[config.mk]
export PLATFORM = sky130hd
export DESIGN_NAME = rs_c1_single_corrector
export DESIGN_NICKNAME = d
export VERILOG_FILES = /design/src/rtl/rs_c1_pkg.sv /design/src/rtl/gf256_inv.sv /design/src/rtl/gf256_mul.sv /design/src/rtl/rs_c1_single_corrector.sv
export SDC_FILE = /design/constraint.sdc
export NUM_CORES = 1
export LEC_CHECK = 0
export ABC_AREA = 1
export BUFFER_PORTS_ARGS = -buffer_cell sky130_fd_sc_hd__buf_2
export CAP_MARGIN = 20
export CORE_ASPECT_RATIO = 0.6
export CORE_UTILIZATION = 36
export DETAILED_ROUTE_END_ITERATION = 6
export PLACE_DENSITY = 0.6
export SYNTH_ARGS = -nofsm -noshare
export SYNTH_HDL_FRONTEND = slang
export SYNTH_SLANG_ARGS = --single-unit
[constraint.sdc]
create_clock -name i_clk -period 34.2 [get_ports i_clk]
set_input_delay 8.55 -clock i_clk [delete_from_list [all_inputs] [get_ports i_clk]]
set_output_delay 8.55 -clock i_clk [all_outputs]
set_load 0.01 [all_outputs]
[src/rtl/rs_c1_pkg.sv]
// rs_c1_pkg: shared GF(256) constants, status codes and FSM states for the C1 single-error corrector
package rs_c1_pkg;
    localparam logic [7:0] GF_POLY  = 8'h1D;
    localparam logic [7:0] GF_ALPHA = 8'h02;
    localparam int         C1_LEN   = 32;
    localparam logic [1:0] ST_NONE   = 2'b00;
    localparam logic [1:0] ST_FIXED  = 2'b01;
    localparam logic [1:0] ST_UNCORR = 2'b10;
    typedef enum logic [1:0] {IDLE, CHECK, SEARCH, DONE} state_t;
    function automatic logic [7:0] gf_mul(input logic [7:0] a, input logic [7:0] b);
        logic [7:0] p;
        logic [7:0] x;
        p = '0;
        x = a;
        for (int i = 0; i < 8; i++) begin
            if (b[i]) p = p ^ x;
            x = {x[6:0], 1'b0} ^ (x[7] ? GF_POLY : 8'h00);
        end
        return p;
    endfunction
endpackage

[src/rtl/gf256_inv.sv]
// gf256_inv: combinational GF(256) inverse as a^254 (maps 0 to 0)
module gf256_inv
    import rs_c1_pkg::*;
(
    input  logic [7:0] a_i,
    output logic [7:0] y_o
);
    logic [7:0] sq;
    logic [7:0] acc;
    always_comb begin
        sq  = a_i;
        acc = 8'h01;
        for (int i = 0; i < 7; i++) begin
            sq  = gf_mul(sq, sq);
            acc = gf_mul(acc, sq);
        end
        y_o = acc;
    end
endmodule

[src/rtl/gf256_mul.sv]
// gf256_mul: combinational GF(256) multiplier over 0x11D
module gf256_mul
    import rs_c1_pkg::*;
(
    input  logic [7:0] a_i,
    input  logic [7:0] b_i,
    output logic [7:0] y_o
);
    assign y_o = gf_mul(a_i, b_i);
endmodule

[src/rtl/rs_c1_single_corrector.sv]
// rs_c1_single_corrector: checks C1 syndromes for a single error and locates it by
// stepping alpha^k until it matches the locator X = S1/S0.
module rs_c1_single_corrector
    import rs_c1_pkg::*;
(
    input  logic       i_clk,
    input  logic       i_resb,
    input  logic       i_synd_valid,
    input  logic [7:0] i_s0,
    input  logic [7:0] i_s1,
    input  logic [7:0] i_s2,
    input  logic [7:0] i_s3,
    output logic       o_busy,
    output logic       o_done,
    output logic [1:0] o_status,
    output logic [4:0] o_err_pos,
    output logic [7:0] o_err_val,
    output logic       o_drop
);
    state_t          state_q, state_d;
    logic [3:0][7:0] s_q;
    logic [7:0]      tgt_q, tgt_d, pwr_q, pwr_d;
    logic [4:0]      cnt_q, cnt_d;
    logic [7:0]      inv_s0, x, p2, p3, pwr_next;
    logic            fin, consistent;
    logic [1:0]      res_status;
    logic [4:0]      res_pos;
    logic [7:0]      res_val;

    gf256_inv u_inv (.a_i(s_q[0]), .y_o(inv_s0));
    gf256_mul u_x   (.a_i(s_q[1]), .b_i(inv_s0),   .y_o(x));
    gf256_mul u_p2  (.a_i(s_q[1]), .b_i(x),        .y_o(p2));
    gf256_mul u_p3  (.a_i(s_q[2]), .b_i(x),        .y_o(p3));
    gf256_mul u_stp (.a_i(pwr_q),  .b_i(GF_ALPHA), .y_o(pwr_next));

    // a single error gives a geometric syndrome sequence with ratio X
    assign consistent = (s_q[0] != 8'h00) && (s_q[1] != 8'h00) && (s_q[2] == p2) && (s_q[3] == p3);

    always_comb begin
        state_d    = state_q;
        tgt_d      = tgt_q;
        pwr_d      = pwr_q;
        cnt_d      = cnt_q;
        fin        = 1'b0;
        res_status = ST_UNCORR;
        res_pos    = '0;
        res_val    = '0;
        case (state_q)
            IDLE:   if (i_synd_valid) state_d = CHECK;
            CHECK: begin
                if (s_q == '0) begin
                    fin        = 1'b1;
                    res_status = ST_NONE;
                end else if (!consistent) begin
                    fin = 1'b1;
                end else begin
                    tgt_d   = x;
                    pwr_d   = 8'h01;
                    cnt_d   = '0;
                    state_d = SEARCH;
                end
            end
            SEARCH: begin
                if (pwr_q == tgt_q) begin
                    fin        = 1'b1;
                    res_status = ST_FIXED;
                    res_pos    = cnt_q;
                    res_val    = s_q[0];
                end else if (cnt_q == 5'(C1_LEN - 1)) begin
                    fin = 1'b1;
                end else begin
                    pwr_d = pwr_next;
                    cnt_d = cnt_q + 5'd1;
                end
            end
            default: state_d = IDLE;
        endcase
        if (fin) state_d = DONE;
    end

    always_ff @(posedge i_clk or negedge i_resb) begin
        if (!i_resb) begin
            state_q   <= IDLE;
            s_q       <= '0;
            tgt_q     <= '0;
            pwr_q     <= '0;
            cnt_q     <= '0;
            o_busy    <= 1'b0;
            o_done    <= 1'b0;
            o_drop    <= 1'b0;
            o_status  <= ST_NONE;
            o_err_pos <= '0;
            o_err_val <= '0;
        end else begin
            state_q <= state_d;
            tgt_q   <= tgt_d;
            pwr_q   <= pwr_d;
            cnt_q   <= cnt_d;
            o_busy  <= (state_d != IDLE);
            o_done  <= fin;
            o_drop  <= i_synd_valid && (state_q != IDLE);
            if (state_q == IDLE && i_synd_valid) s_q <= {i_s3, i_s2, i_s1, i_s0};
            if (fin) begin
                o_status  <= res_status;
                o_err_pos <= res_pos;
                o_err_val <= res_val;
            end
        end
    end
endmodule

# Yosys cells after proc, flatten, opt, wreduce, memory -nomap -nowiden
# Cells that the tools add are included.
dict set report word_totals {
  register_bits 73
  input_bits 35
  word_cells 534
}
dict set report classes {
  n_addsub 1
  n_eq_ne 10
  muxes 269
  n_bitwise 226
  n_reduce_logical 14
}
# cell n
set op_table {}
lappend op_table {{XOR 8 bit} 218}
lappend op_table {{two-way mux 8 bit} 135}
lappend op_table {{two-way mux 5 bit} 113}
lappend op_table {{zero test 32 bit} 1}
lappend op_table {{equality test 8 bit} 3}
lappend op_table {{one-hot mux 8 bit (2 select lines)} 1}
lappend op_table {{nonzero test 8 bit} 2}
lappend op_table {{two-way mux 2 bit} 7}
lappend op_table {{one-hot mux 5 bit (2 select lines)} 1}
lappend op_table {{!= test 2 bit (second input constant)} 4}
lappend op_table {{two-way mux 7 bit} 1}
lappend op_table {{inverter 1 bit (first input constant)} 7}
lappend op_table {{two-way mux 6 bit} 1}
lappend op_table {{one-hot mux 2 bit (3 select lines)} 1}
lappend op_table {{nonzero test 2 bit} 3}
lappend op_table {{adder 5 x 1 -> 5 bit (second input constant)} 1}
lappend op_table {{equality test 5 bit (second input constant)} 1}
lappend op_table {{logical AND 1 bit} 5}
lappend op_table {{two-way mux 1 bit} 5}
lappend op_table {{AND reduction 5 bit} 1}
lappend op_table {{two-way mux 4 bit} 1}
lappend op_table {{one-hot mux 2 bit (2 select lines)} 1}
lappend op_table {{two-way mux 3 bit} 1}
lappend op_table {{AND reduction 3 bit} 1}
lappend op_table {{other kinds (5)} 5}

# Logic depth before layout (Yosys ltp)
dict set report logic_depth {
  ltp_word 165
  mapped_depth 153
  ltp_nobuf 139
}

# Cells and area by module
# From an unflattened synthesis, not the netlist that was laid out.
dict set report hier_totals {
  cells_unflattened 6300
  area_unflattened_um2 31241.2
}
# module instances cells_each area_per_inst_um2
set by_module_without_submodules {}
lappend by_module_without_submodules {gf256_inv 1 4562 21090.2}
lappend by_module_without_submodules {gf256_mul 4 335 1616.6}
lappend by_module_without_submodules {rs_c1_single_corrector 1 398 3684.8}

# Worst setup path after synthesis
# OpenSTA, ideal clock, no wires.
dict set report synth_timing {
  kind {reg-to-reg}
  startpoint {register s_q[0] in the netlist's numbering}
  endpoint {register o_busy}
  setup_time_ps 124
  arrival_time_ps 14153
  t_required_ps 34076
  path_slack_ps 19922
  path_stages_with_launch 140
  cell_sequence {dfrtp_1 -> ha_1 -> inv_1 -> nand2_1 -> nand2_1 -> nand2_2 -> nand3_1 -> inv_1 -> nand2_1 -> nand2_1 -> nand3_1 -> nand2_1 -> nand2_1 -> nand2_2 -> buf_4 -> clkbuf_1 -> ha_1 -> inv_1 -> (+104 left out) -> nand2_2 -> buf_8 -> nor2_2 -> xnor2_1 -> inv_1 -> nand2_1 -> nand2_4 -> nand3_1 -> nand2_1 -> nand2_1 -> nand2_2 -> nor2_1 -> nand3_2 -> nand2_4 -> nand2_8 -> nand2_8 -> buf_12 -> nand3_1}
}
dict set report synth_via {
  elab_chain_len 162
}
# element line_no
set synth_lines {}
lappend synth_lines {{from (decl)} rs_c1_single_corrector.sv:21} ;# logic [3:0][7:0] s_q;
lappend synth_lines {{from (signal assigned)} rs_c1_single_corrector.sv:102} ;# if (state_q == IDLE && i_synd_valid) s_q <= {i_s3, i_s2, i_s1, i_s0};
lappend synth_lines {{two-way mux 8 bit} rs_c1_pkg.sv:16} ;# if (b[i]) p = p ^ x;
lappend synth_lines {{XOR 8 bit} rs_c1_pkg.sv:16}
lappend synth_lines {{two-way mux 8 bit} rs_c1_pkg.sv:16}
lappend synth_lines {{XOR 8 bit} rs_c1_pkg.sv:16}
lappend synth_lines {{two-way mux 8 bit} rs_c1_pkg.sv:16}
lappend synth_lines {{XOR 8 bit} rs_c1_pkg.sv:16}
lappend synth_lines {{two-way mux 8 bit} rs_c1_pkg.sv:16}
lappend synth_lines {{XOR 8 bit} rs_c1_pkg.sv:16}
lappend synth_lines {{(+145 left out)} --}
lappend synth_lines {{two-way mux 8 bit} rs_c1_pkg.sv:16}
lappend synth_lines {{equality test 8 bit} rs_c1_single_corrector.sv:37} ;# assign consistent = (s_q[0] != 8'h00) && (s_q[1] != 8'h00) && (s_q[2] == p2) && (s_q[3] == p3);
lappend synth_lines {{logical AND 1 bit (2 in a row)} rs_c1_single_corrector.sv:37}
lappend synth_lines {{two-way mux 2 bit / two-way mux 1 bit (equally long branches)} rs_c1_single_corrector.sv:54} ;# end else if (!consistent) begin
lappend synth_lines {{two-way mux 2 bit / two-way mux 1 bit (equally long branches)} rs_c1_single_corrector.sv:51} ;# if (s_q == '0) begin
lappend synth_lines {{one-hot mux 2 bit (3 select lines) / one-hot mux 1 bit (2 select lines) (equally long branches)} rs_c1_single_corrector.sv:48} ;# case (state_q)
lappend synth_lines {{two-way mux 2 bit *} rs_c1_single_corrector.sv:78} ;# if (fin) state_d = DONE;
lappend synth_lines {{nonzero test 2 bit *} rs_c1_single_corrector.sv:99} ;# o_busy <= (state_d != IDLE);
lappend synth_lines {{to (signal assigned)} rs_c1_single_corrector.sv:99}
lappend synth_lines {{to (decl)} rs_c1_single_corrector.sv:13} ;# output logic o_busy,
# Every way passes the cells marked *; elsewhere a longest branch is shown, timed or not.
# A chain may end at the register's enable or synchronous reset.

# Worst setup path after layout
dict set report layout_timing {
  startpoint {register s_q[6] in the netlist's numbering}
  endpoint {register o_busy}
}
dict set report layout_via {
  elab_chain_len 162
}
# element line_no
set layout_lines {}
lappend layout_lines {{XOR 8 bit} rs_c1_pkg.sv:17} ;# x = {x[6:0], 1'b0} ^ (x[7] ? GF_POLY : 8'h00);
lappend layout_lines {{XOR 8 bit} rs_c1_pkg.sv:16}
lappend layout_lines {{two-way mux 8 bit} rs_c1_pkg.sv:16}
lappend layout_lines {{XOR 8 bit} rs_c1_pkg.sv:16}
lappend layout_lines {{two-way mux 8 bit} rs_c1_pkg.sv:16}
lappend layout_lines {{XOR 8 bit} rs_c1_pkg.sv:16}
lappend layout_lines {{two-way mux 8 bit} rs_c1_pkg.sv:16}
lappend layout_lines {{XOR 8 bit} rs_c1_pkg.sv:16}
lappend layout_lines {{(+145 left out)} --}
lappend layout_lines {{two-way mux 8 bit} rs_c1_pkg.sv:16}
lappend layout_lines {{equality test 8 bit} rs_c1_single_corrector.sv:37}
lappend layout_lines {{logical AND 1 bit (2 in a row)} rs_c1_single_corrector.sv:37}
lappend layout_lines {{two-way mux 2 bit / two-way mux 1 bit (equally long branches)} rs_c1_single_corrector.sv:54}
lappend layout_lines {{two-way mux 2 bit / two-way mux 1 bit (equally long branches)} rs_c1_single_corrector.sv:51}
lappend layout_lines {{one-hot mux 2 bit (3 select lines) / one-hot mux 1 bit (2 select lines) (equally long branches)} rs_c1_single_corrector.sv:48}
lappend layout_lines {{two-way mux 2 bit *} rs_c1_single_corrector.sv:78}
lappend layout_lines {{nonzero test 2 bit *} rs_c1_single_corrector.sv:99}
# Marked as above.

==> summary.md <==
The number of antenna repair diodes came out at 0. The logs give 83 for the placement row count and 2 for the number of buffers on the longest clock path. The fmax came out at 55.48 MHz.

The synthesized netlist contains 53 unique library cells. The warning count from the yosys run came out at 0. Number of buffers inserted by post-CTS setup repair: 0. The worst hold path belongs to the class flip-flop to flip-flop. Via count of the first global-routing pass: 32110. The worst setup path is launched from a flip-flop.

The clock-pin slew reported for the worst setup and hold paths after clock tree synthesis is 0.06 ns, and the number of filler instances in the final layout is 9701. The relative max-transition margin came out at 0.3379. The number of clock buffers added by TritonCTS is 9. Critical path data required time: 34.43 ns. The largest single stage delay on the critical path is 0.88 ns.

Counting flops and latches in the post-synthesis netlist gives 73. In the routed design, unresolved DRC markers number 2. Sorting the synthesized cells by area gives the leading types as nand2_1, nand3_1, inv_1. Summed over all layers, the global routing overflow is 0. Dividing the synthesized area by the synthesized cell count gives 5.112 sq um. After routing the design area is 31560 sq um. The cell type with the highest occurrence count on the critical path was nand2_1. Setup repair after global routing left no endpoint under its margin. Wires add up to 111500 um.

The run gives 53 as the number of ports placed on the die boundary. For the register area share after synthesis, the log shows 0.05873. The logs give 3 for the initial antenna violation count and 0.2453 for the overall routing resource usage.

In this run the remaining antenna-violating nets after routing total 0. The top flip-flop cell by instance count after synthesis is dfrtp_1. After the last flow step, the layout net total stands at 6036.

Cell taking the most area after synthesis: nand2_1. Entering global routing, the biggest net connects 72 pins. The final critical-path share of the clock period was 0.5270; the core footprint was 85570 sq um. The count of final hold-check violations is 0, and the final worst clock skew is 0.009948 ns. Dividing the detail-routed via count by the number of cells gives 5.309. The CTS root buffer is clkbuf_16. The total number of H-tree levels is 3, and the full die area is 87620 sq um. The synthesized netlist occupies a cell area of 31100 sq um. For the via total after detailed routing, the log shows 37870. The routability congestion estimate from global placement is 0.9843, and the total of max-cap violations is 0. The flow ran to the end, but the final reports show violations. The fraction of post-synthesis cell area in the top cell type by area is 0.3094, and the die height is 229.7 um. Along the worst path, the maximum fanout reaches 50. The first global-routing pass estimated 176200 um of wire. The run gives 7 as the number of search-and-repair iterations in the first detailed-routing pass. In the final routed layout, each cell accounts on average for 15.63 um.

In this run, the number of DRC markers left after iteration 0 of detailed routing was 4850. TritonCTS built the clock tree. The fraction of final layout cells sized beyond drive strength 1 came out at 0.1356. The clock reaches the later pin of the worst-skew pair after 0.36 ns. The quantity of I/O buffers inserted on ports is 52, and the post-detailed-placement cell area is 31270 sq um. The critical setup path kind was flip-flop to flip-flop. The clock period minus worst slack is 18.02 ns, and the number of pins exceeding their max-slew limit in the final report is 0. The run gives 73 as the number of sinks on the clock net. Detailed placement ended at an HPWL of 90300 um. The starting density of the core is 0.3635, and the layout-stage area growth over the synthesis result is 1.456%. The slowest stage of the critical path belongs to the cell dfrtp_1.

The die is 381.5 um wide. The logs give 6137 for the net count of the mapped netlist and 0 for the post-cts gate resize count. The final reports fail on design-rule violations. The run gives 6084 as the number of instances in the synthesized netlist. The final setup violation count was 0; the slew at the pin closest to its max-slew limit was 0.9898 ns. Number of enable flip-flop cells after synthesis: 0. For this design, the CTS-stage hold fixing added 0 buffers. Async set or reset register ratio after synthesis: 1.000. Summed over all failing endpoints, the final setup total negative slack is 0 ns. Data arrives at the worst endpoint at 18.26 ns. STA classifies the critical path endpoint as a flip-flop.
-- synth_stat cells, types with 4 or more instances --
library cell  instances
a21oi_1              66
buf_1                 5
buf_12                5
buf_2                22
buf_4                44
buf_6                46
buf_8                26
clkbuf_1             20
clkbuf_4              4
clkinv_1             18
dfrtp_1              73
ha_1                 18
inv_1               605
inv_2               127
inv_4                15
inv_6                 4
nand2_1            2564
nand2_2             315
nand2_4              81
nand2_8               7
nand3_1            1153
nand3_2             106
nand3_4              22
nand3b_1             38
nand4_1              74
nand4_2               4
nor2_1              320
nor2_2               31
nor2_4                6
nor3_1               13
nor4_1                7
o21ai_0              16
o21ai_1              53
o21bai_1              9
xnor2_1              53
xor2_1               88
xor2_2                4
-- worst max-delay path, delay by kind of cell (launching register included) --
family,cells,cell delay (ns)
adder cells (fa/ha/maj),5,2.35
buffers and inverters,14,2.37
AND/OR/NAND/NOR,89,11.53
AO/OA/AOI/OAI,2,0.32
XOR/XNOR,1,0.33
flip-flops,1,0.88
-- layout make-up --
cell class              count  area (sq um)  share of cell area
clock buffers              10         229.0            0.007256
clock inverters             5         57.56            0.001824
inverters                 773          2987             0.09464
multi-input cells        5063         24680              0.7820
flip-flops and latches     73          1827             0.05789
well taps                1147          1435             0.04548
repair buffers             63         342.8             0.01086
-- registers in the layout (all words and copies together), names as in the netlist, 2 cells and up --
register   cells
cnt_q          5
o_err_pos      5
o_err_val      8
o_status       2
pwr_q          8
s_q           32
state_q        2
tgt_q          8
-- metrics by stage --
| stage | setup slack [ns] | utilization | std cells | hold slack, ns |
|---|---|---|---|---|
| floorplan | 19.92 | - | 6084 | 0.4777 |
| global placement | 17.00 | 0.3654 | 7118 | 0.4568 |
| finish | 16.18 | 0.3688 | 7134 | 0.4858 |
| global route | 14.59 | 0.3688 | 7134 | 0.4904 |
| CTS | 16.62 | 0.3688 | 7134 | 0.4764 |
| detailed placement | 16.68 | 0.3654 | 7119 | 0.4609 |
-- kinds of logic (layout without fill, tap and decap cells) --
logic type               count (synthesis)  after routing  share of synthesized area
buffers and inverters                  948            851                     0.1479
XOR/XNOR                               148            148                    0.04373
flip-flops                              73             73                    0.05873
multiplexers                             1              1                  0.0003620
adder cells (fa/ha/maj)                 18             18                   0.007241
AND/OR/NAND/NOR                       4748           4748                     0.7172
AO/OA/AOI/OAI                          148            148                    0.02482
-- cells in the final DEF, fill, tap and decap left out, types with 53 or more instances in the layout --
cell / Yosys / final
inv_2: 127 / 127
nand4_1: 74 / 74
dfrtp_1: 73 / 73
a21oi_1: 66 / 66
nand2_1: 2564 / 2563
nand2_4: 81 / 81
inv_1: 605 / 605
nand3_2: 106 / 106
o21ai_1: 53 / 53
nand2_2: 315 / 316
xnor2_1: 53 / 53
nor2_1: 320 / 320
nand3_1: 1153 / 1153
xor2_1: 88 / 88
-- per-layer routing --
metal / vias up / routed length (um) / track usage
met5: - / 23 / 0
met4: 4 / 558 / 0.01782
met3: 75 / 14150 / 0.05342
met2: 1801 / 39750 / 0.3139
met1: 17040 / 57000 / 0.4093
li1: 18950 / - / -
-- final timing paths --
| kind | to | slack, ns | start | cells after the start |
|---|---|---|---|---|
| worst max register to register | o_busy | 16.18 | s_q[6] | 111 |
| max in group asynchronous | tgt_q[2] | 25.11 | i_resb | 2 |
| worst max-delay path | o_busy | 16.18 | s_q[6] | 111 |
| worst min register to register | o_err_val[1] | 0.49 | o_err_val[1] | 2 |
| min in group asynchronous | s_q[25] | 7.98 | i_resb | 1 |
| worst min-delay path | o_err_val[1] | 0.49 | o_err_val[1] | 2 |
Power is left out: the tool's default activity adds up to more than one toggle a clock period on the data nets, which glitch-free logic cannot reach.
